<file path="src/rtl/high_priority_cc_v2.sv">
// high_priority_cc_v2: high-priority command-and-control frame decoder for an SDR radio.
// Parses UDP payload frames addressed to PORT into shadow registers and commits them all
// to the outputs at once when byte 1443 has been received. Truncated frames are discarded.
// Ports: clk/rst (async active-high); to_port, udp_rx_active, udp_rx_data frame stream;
//        HW_timeout host watchdog; radio control outputs (run, PC_PTT, CWX/Dot/Dash,
//        Rx/Tx frequencies, drive levels, Alex, attenuators, GPIO bytes); update_strobe,
//        short_frame, seq_error pulses; seq_error_count; HW_reset payload-in-progress.
// Optional feature: define SEQ_CHECK_EN to enable frame sequence-number checking.
module high_priority_cc_v2 #(
    parameter logic [15:0] PORT = 16'd1027,
    parameter int          NR   = 8,
    parameter int          NT   = 1
) (
    input  logic              clk,
    input  logic              rst,
    input  logic [15:0]       to_port,
    input  logic              udp_rx_active,
    input  logic [7:0]        udp_rx_data,
    input  logic              HW_timeout,
    output logic              run,
    output logic [NT-1:0]     PC_PTT,
    output logic              CWX,
    output logic              Dot,
    output logic              Dash,
    output logic [32*NR-1:0]  Rx_frequency,
    output logic [32*NT-1:0]  Tx_frequency,
    output logic [8*NT-1:0]   drive_level,
    output logic [47:0]       Alex_data,
    output logic [4:0]        Attenuator0,
    output logic [4:0]        Attenuator1,
    output logic [7:0]        Open_Collector,
    output logic [7:0]        User_Outputs,
    output logic [7:0]        Mercury_Attenuator,
    output logic [7:0]        DLE_outputs,
    output logic              update_strobe,
    output logic              short_frame,
    output logic              seq_error,
    output logic [15:0]       seq_error_count,
    output logic              HW_reset
);
    localparam logic [10:0] LAST = 11'd1443;
    // DRAIN swallows any bytes past offset 1443 so a long frame cannot restart the parser
    typedef enum logic [1:0] {IDLE, PAYLOAD, COMMIT, DRAIN} state_t;
    state_t             r_state;
    logic [10:0]        r_offset;
    logic               r_s_run, r_run;
    logic [NT-1:0]      r_s_ptt, r_ptt;
    logic [2:0]         r_s_cw, r_cw;
    logic [32*NR-1:0]   r_s_rx, r_rx;
    logic [32*NT-1:0]   r_s_tx, r_tx;
    logic [8*NT-1:0]    r_s_drv, r_drv;
    logic [47:0]        r_s_alex, r_alex;
    logic [4:0]         r_s_att0, r_att0, r_s_att1, r_att1;
    logic [7:0]         r_s_dle, r_dle, r_s_oc, r_oc, r_s_user, r_user, r_s_merc, r_merc;
    logic               r_strobe, r_short;
    logic               w_start, w_cap;
    logic [10:0]        w_off;
    assign w_start = udp_rx_active && (to_port == PORT);
    // The first byte is captured while still in IDLE, so its offset is forced to 0
    assign w_cap   = (r_state == IDLE) ? w_start : (r_state == PAYLOAD) && udp_rx_active;
    assign w_off   = (r_state == IDLE) ? 11'd0 : r_offset;
    assign HW_reset = (r_state == PAYLOAD) && udp_rx_active && (r_offset > 11'd4);
`ifdef SEQ_CHECK_EN
    logic [31:0] r_s_seq, r_expected;
    logic        r_first, r_seq_error;
    logic [15:0] r_seq_cnt;
    always_ff @(posedge clk or posedge rst) begin
        if (rst) begin
            r_s_seq     <= '0;
            r_expected  <= '0;
            r_first     <= 1'b1;
            r_seq_error <= 1'b0;
            r_seq_cnt   <= '0;
        end else begin
            r_seq_error <= 1'b0;
            for (int b = 0; b < 4; b++)
                if (w_cap && w_off == 11'(b)) r_s_seq[8*(3-b) +: 8] <= udp_rx_data;
            if (r_state == COMMIT) begin
                r_first    <= 1'b0;
                r_expected <= r_s_seq + 32'd1;
                if (!r_first && r_s_seq != r_expected) begin
                    r_seq_error <= 1'b1;
                    r_seq_cnt   <= (r_seq_cnt == 16'hFFFF) ? r_seq_cnt : r_seq_cnt + 16'd1;
                end
            end
        end
    end
    assign seq_error       = r_seq_error;
    assign seq_error_count = r_seq_cnt;
`else
    assign seq_error       = 1'b0;
    assign seq_error_count = '0;
`endif
    always_ff @(posedge clk or posedge rst) begin
        if (rst) begin
            {r_s_run, r_s_ptt, r_s_cw, r_s_rx, r_s_tx, r_s_drv} <= '0;
            {r_s_alex, r_s_att0, r_s_att1, r_s_dle, r_s_oc, r_s_user, r_s_merc} <= '0;
        end else if (w_cap) begin
            if (w_off == 11'd4) {r_s_ptt, r_s_run} <= udp_rx_data[NT:0];
            if (w_off == 11'd5) r_s_cw <= udp_rx_data[2:0];
            for (int i = 0; i < NR; i++)
                for (int b = 0; b < 4; b++)
                    if (w_off == 11'(9 + 4*i + b)) r_s_rx[32*i + 8*(3-b) +: 8] <= udp_rx_data;
            for (int k = 0; k < NT; k++) begin
                for (int b = 0; b < 4; b++)
                    if (w_off == 11'(329 + 4*k + b)) r_s_tx[32*k + 8*(3-b) +: 8] <= udp_rx_data;
                if (w_off == 11'(345 + k)) r_s_drv[8*k +: 8] <= udp_rx_data;
            end
            if (w_off == 11'd1400) r_s_dle  <= udp_rx_data;
            if (w_off == 11'd1401) r_s_oc   <= udp_rx_data;
            if (w_off == 11'd1402) r_s_user <= udp_rx_data;
            if (w_off == 11'd1403) r_s_merc <= udp_rx_data;
            for (int b = 0; b < 6; b++)
                if (w_off == 11'(1430 + b)) r_s_alex[8*(5-b) +: 8] <= udp_rx_data;
            if (w_off == 11'd1442) r_s_att1 <= udp_rx_data[4:0];
            if (w_off == LAST)     r_s_att0 <= udp_rx_data[4:0];
        end
    end
    always_ff @(posedge clk or posedge rst) begin
        if (rst) begin
            r_state  <= IDLE;
            r_offset <= '0;
            {r_run, r_ptt, r_cw, r_rx, r_tx, r_drv} <= '0;
            {r_alex, r_att0, r_att1, r_dle, r_oc, r_user, r_merc} <= '0;
            r_strobe <= 1'b0;
            r_short  <= 1'b0;
        end else begin
            r_strobe <= 1'b0;
            r_short  <= 1'b0;
            unique case (r_state)
                IDLE: if (w_start) begin
                    r_state  <= PAYLOAD;
                    r_offset <= 11'd1;
                end
                PAYLOAD: if (!udp_rx_active) begin
                    r_state  <= IDLE;
                    r_offset <= '0;
                    r_short  <= 1'b1;
                end else if (r_offset == LAST) r_state <= COMMIT;
                else r_offset <= r_offset + 11'd1;
                COMMIT: begin
                    {r_run, r_ptt, r_cw, r_rx, r_tx, r_drv} <= {r_s_run, r_s_ptt, r_s_cw, r_s_rx, r_s_tx, r_s_drv};
                    {r_alex, r_att0, r_att1} <= {r_s_alex, r_s_att0, r_s_att1};
                    {r_dle, r_oc, r_user, r_merc} <= {r_s_dle, r_s_oc, r_s_user, r_s_merc};
                    r_strobe <= 1'b1;
                    r_offset <= '0;
                    r_state  <= udp_rx_active ? DRAIN : IDLE;
                end
                DRAIN: if (!udp_rx_active) r_state <= IDLE;
                default: r_state <= IDLE;
            endcase
            // Watchdog wins over a simultaneous commit, but only for run
            if (HW_timeout) r_run <= 1'b0;
        end
    end
    assign run                = r_run;
    assign PC_PTT             = r_ptt;
    assign {Dash, Dot, CWX}   = r_cw;
    assign Rx_frequency       = r_rx;
    assign Tx_frequency       = r_tx;
    assign drive_level        = r_drv;
    assign Alex_data          = r_alex;
    assign Attenuator0        = r_att0;
    assign Attenuator1        = r_att1;
    assign DLE_outputs        = r_dle;
    assign Open_Collector     = r_oc;
    assign User_Outputs       = r_user;
    assign Mercury_Attenuator = r_merc;
    assign update_strobe      = r_strobe;
    assign short_frame        = r_short;
endmodule

</file>
<file path="config.mk">
export PLATFORM = sky130hd
export DESIGN_NAME = high_priority_cc_v2
export DESIGN_NICKNAME = d
export VERILOG_FILES = /design/src/rtl/high_priority_cc_v2.sv
export SDC_FILE = /design/constraint.sdc
export NUM_CORES = 2
export LEC_CHECK = 0
export CORE_MARGIN = 8
export CORE_UTILIZATION = 30
export CTS_BUF_LIST = sky130_fd_sc_hd__clkbuf_16
export DETAILED_ROUTE_END_ITERATION = 12
export PLACE_DENSITY = 0.55
export SLEW_MARGIN = 40
export SYNTH_ARGS = -nofsm -noshare
export SYNTH_HDL_FRONTEND = slang
export SYNTH_SLANG_ARGS = --single-unit
</file>
<file path="constraint.sdc">
create_clock -name clk -period 61.8 [get_ports clk]
set_clock_uncertainty 0.1 [all_clocks]
set_input_delay 15.45 -clock clk [delete_from_list [all_inputs] [get_ports clk]]
set_output_delay 15.45 -clock clk [all_outputs]
set_load 0.02 [all_outputs]
</file>
---- Word-level counts from Yosys, hierarchy flattened ----
Cells that the tools add are included.
W data, S select, Z words.
word-level totals
  register bits ........................... 797
  word-level logic and storage cells ...... 207
cells by class
  add/subtract/negate cells ............... 1
  magnitude comparators ................... 1
  equality and inequality tests ........... 60
  mux-type cells .......................... 17
  reduce and logical (&&, ||, !) cells .... 59
operators with widths
  cell                     count
  $eq A11 B5 Y1 const B    16
  $eq A11 B11 Y1 const B   13
  $reduce_and A2 Y1        51
  $eq A11 B6 Y1 const B    9
  $eq A11 B4 Y1 const B    7
  $eq A11 B9 Y1 const B    5
  $mux W11                 4
  $pmux W11 S3             1
  $eq A11 B3 Y1 const B    2
  $eq A16 B11 Y1 const B   1
  $add A11 B1 Y11 const B  1
  $gt A11 B3 Y1 const B    1
  $mux W2                  5
  $pmux W2 S4              1
  $mux W1                  6
  $reduce_and A3 Y1        2
  $eq A2 B2 Y1 const B     2
  $ne A2 B2 Y1 const B     2
  $logic_and A1 B1 Y1      3
  $ne A3 B2 Y1 const B     1
  $ne A3 B3 Y1 const B     1
  $reduce_bool A3 Y1       1
  $eq A2 B1 Y1 const B     1
  $logic_not A2 Y1         1
  $reduce_bool A2 Y1       1

---- Longest topological paths before layout ----
  word-level depth ........................ 4
  gate-level depth with buffers ........... 10

---- Worst setup path before layout ----
OpenSTA, ideal clock, no wires.
  kind .................................... input -> output
  from .................................... input port udp_rx_active
  to ...................................... output port HW_reset
  arrival time ............................ 16.115 ns
  data required time ...................... 46.250 ns
  path slack .............................. 30.135 ns
  stages .................................. 3
  path buffers ............................ 1
  cells stage by stage .................... clkbuf_1 > nand2_1 > a21oi_1
on the way
  longest elaborated chain between the ends .. 2
RTL lines
  what                              RTL line  source
  from (decl)                       17        input logic udp_rx_active,
  $logic_and A1 B1 Y1 (2 in a row)  62        assign HW_reset = (r_state == PAYLOAD) && udp_rx_active && (r_offset > 11'd4);
  to (decl)                         39        output logic HW_reset
No other way between the ends.

---- Final worst setup path ----
Ends and elaborated chain as after synthesis.

==> results.cfg <==
[routing]
num_vias = 17200
wire_per_inst_microns = 22.7
drc = 0
via_per_inst = 4.59
drtIter0Drc = 681
wl_microns = 85300
drtAntennaViolNets = 0
drt_first_pass_iters = 4

[sta]
finalCriticalPeriod_ns = 32.83
hold_viol = 0
post-route-period-util = 0.531
layout_setup_ws_ns = 28.97
tightest_slew_ns = 0.850
relSlewSlack = 0.432
whs_ns = 0.389
fin_setup_tns_ns = 0
setup_viol = 0
slew_violations = 0
rsz0062_at_grt = no
max_freq_mhz = 30.5

[floorplanning]
die_w_microns = 335
coreArea_sq_um = 101000
die_h_microns = 335
rows = 117
dieArea_sq_um = 112000
boundaryPins = 439
start_util = 0.301

[yosys]
avgSynthCellArea_sq_um = 16.1
async_reset_ff_frac = 1.00
syn-instance-count = 1893
ys.flop_type = dfrtp_1
netlist_area_sq_um = 30500
synth-edff-count = 0
ys_ff_latch = 797
yosysWarnings = 0
yosysUniqueCellTypes = 49
ys_seq_area_frac = 0.655

[layout]
final_common_cell = dfrtp_1
diodes = 0
layout_common_cells = dfrtp_1 (797), mux2_2 (779), clkdlybuf4s50_1 (413), clkbuf_16 (95), nand2_1 (46)
area_growth_pct = 28.8
drive_above_1_share = 0.402
fill_cells = 9491
final_cells = 3761
nNetsFinal = 2357
fin_util = 0.387

[placement]
hpwlAfterDp_microns = 55100
port_buffers = 421
placed_cells = 3598
gp_congestion = 0.770
dpl_worst_slack_ns = 28.91

[global_routing]
grt_max_degree = 96
grt_pass1_wl_microns = 127000
grt_util_all_layers = 0.150
grt_pass1_vias = 18800
antenna_found_initial = 3
grt_overflow_total = 0

[worst_setup_path]
worst_r2r_endpoint = r_s_tx[21]
crit_required_ns = 46.25
critical_path_class = in2out
reg2reg_setup_slack_ns = 57.97
worst_r2r_path_depth = 7
crit_fanout = 9
critPathCaptureType = output pin
cp-start-kind = primary input
worstReg2RegStart = r_state[1]
critPathArrivalTime_ns = 17.28

[min_path]
hp-class = reg2reg
worstHoldStart = r_s_rx[63]
holdPathEnd = r_s_rx[63]
min_path_cells = 1

[power]
leakage_uw = 0.0191
p_per_area_nw_per_um2 = 29.3
irDropWorstVdd_mv = 0.0208

[clocking]
cts_resized = 0
cts_setup_buffers = 0
cts_root_buf = clkbuf_16
clk_latency_ns = 0.64
cts_num_sinks = 797
cts-buffers-inserted = 90
cts_hold_buf = 0
cts_tree = yes
htree_levels = 3
cts.clk_slew.worst_paths_ns = 0.05
clockBufferDepth = 3

[job]
cap_violations = 0

[status]
status = complete, no violations
[power by group]
group | internal, uW | total (uW) | switching, uW
sequential | 524 | 527 | 3.09
combinational | 31.9 | 94.8 | 62.9
clock | 318 | 529 | 212
[sequential cells by signal, indices dropped and copies added (netlist names), 11 cells and up]
name	count
Alex_data	48
r_s_alex	48
r_s_rx	256
Tx_frequency	32
Rx_frequency	256
r_s_tx	32
r_offset	11
[cells by family (layout without fill, tap and decap cells)]
logic type / count (synthesis) / in the layout / synth area share
AND/OR/NAND/NOR: 136 / 136 / 0.0262
buffers and inverters: 137 / 621 / 0.0191
adder cells (fa/ha/maj): 7 / 7 / 0.00288
multiplexers: 786 / 786 / 0.290
flip-flops: 797 / 797 / 0.655
AO/OA/AOI/OAI: 29 / 29 / 0.00629
other: 1 / 17 / 0.000123
[final cells by class]
class,instances,area [sq um],share of cell area
repair buffers,447,4520,0.115
clock buffers,95,2380,0.0606
inverters,11,48.8,0.00124
multi-input cells,975,10100,0.257
flip-flops and latches,797,19900,0.508
clock inverters,68,566,0.0144
well taps,1368,1710,0.0436
[synthesized netlist by cell type (2+ instances only)]
library cell / number / share of area
buf_2: 2 / 0.00033
and3_1: 6 / 0.0012
nor4_1: 7 / 0.0014
buf_4: 17 / 0.0042
or4_1: 3 / 0.00074
nand2_1: 46 / 0.0057
a31oi_1: 3 / 0.00062
nand3_1: 7 / 0.0012
mux2_2: 779 / 0.29
nor2_1: 19 / 0.0023
nand4b_1: 2 / 0.00058
and4b_1: 2 / 0.00066
dfrtp_1: 797 / 0.65
nor2b_1: 5 / 0.0010
o22ai_1: 2 / 0.00041
nand2b_1: 4 / 0.00082
or3_1: 5 / 0.0010
clkbuf_1: 104 / 0.013
ha_1: 7 / 0.0029
and2_1: 7 / 0.0014
a21oi_1: 5 / 0.00082
mux2i_1: 4 / 0.0013
inv_1: 11 / 0.0014
buf_1: 3 / 0.00037
nand4_1: 4 / 0.00082
and4_1: 2 / 0.00058
o31ai_1: 4 / 0.00099
nor4_4: 4 / 0.0028
nor3_1: 4 / 0.00066
mux2_1: 3 / 0.0011
o21ai_0: 7 / 0.0012
[through the flow]
| stage | cell area (sq um) | total power, uW |
|---|---|---|
| 6_report | 39200 | 1150 |
| 2_1_floorplan | 30500 | 605 |
| 5_1_grt | 39200 | 1200 |
| 3_3_place_gp | 36100 | 629 |
| 3_5_place_dp | 36300 | 633 |
| 4_1_cts | 39200 | 1170 |
[routing by layer]
metal	GRT usage	vias to the layer above	share of wire
met1	0.187	9167	0.42
li1	-	7518	-
met4	0.0450	0	0.027
met3	0.0471	122	0.068
met5	0	-	0
met2	0.249	438	0.48
[critical path: stages]
cell	delay, ns
clkdlybuf4s50_1	0.76
nand2_1	0.15
a21oi_1	0.24
clkdlybuf4s50_1	0.67
[worst max path at each step]
stage | from | end | slack [ns] | depth (start not counted)
finish | udp_rx_active | HW_reset | 28.97 | 4
detailed placement | udp_rx_active | HW_reset | 28.91 | 4
floorplan | rst | Alex_data[0] | 23.87 | 1
global route | udp_rx_active | HW_reset | 28.84 | 4
CTS | udp_rx_active | HW_reset | 28.91 | 4
global placement | udp_rx_active | HW_reset | 28.97 | 4
Power figures use the tool's default switching activity.
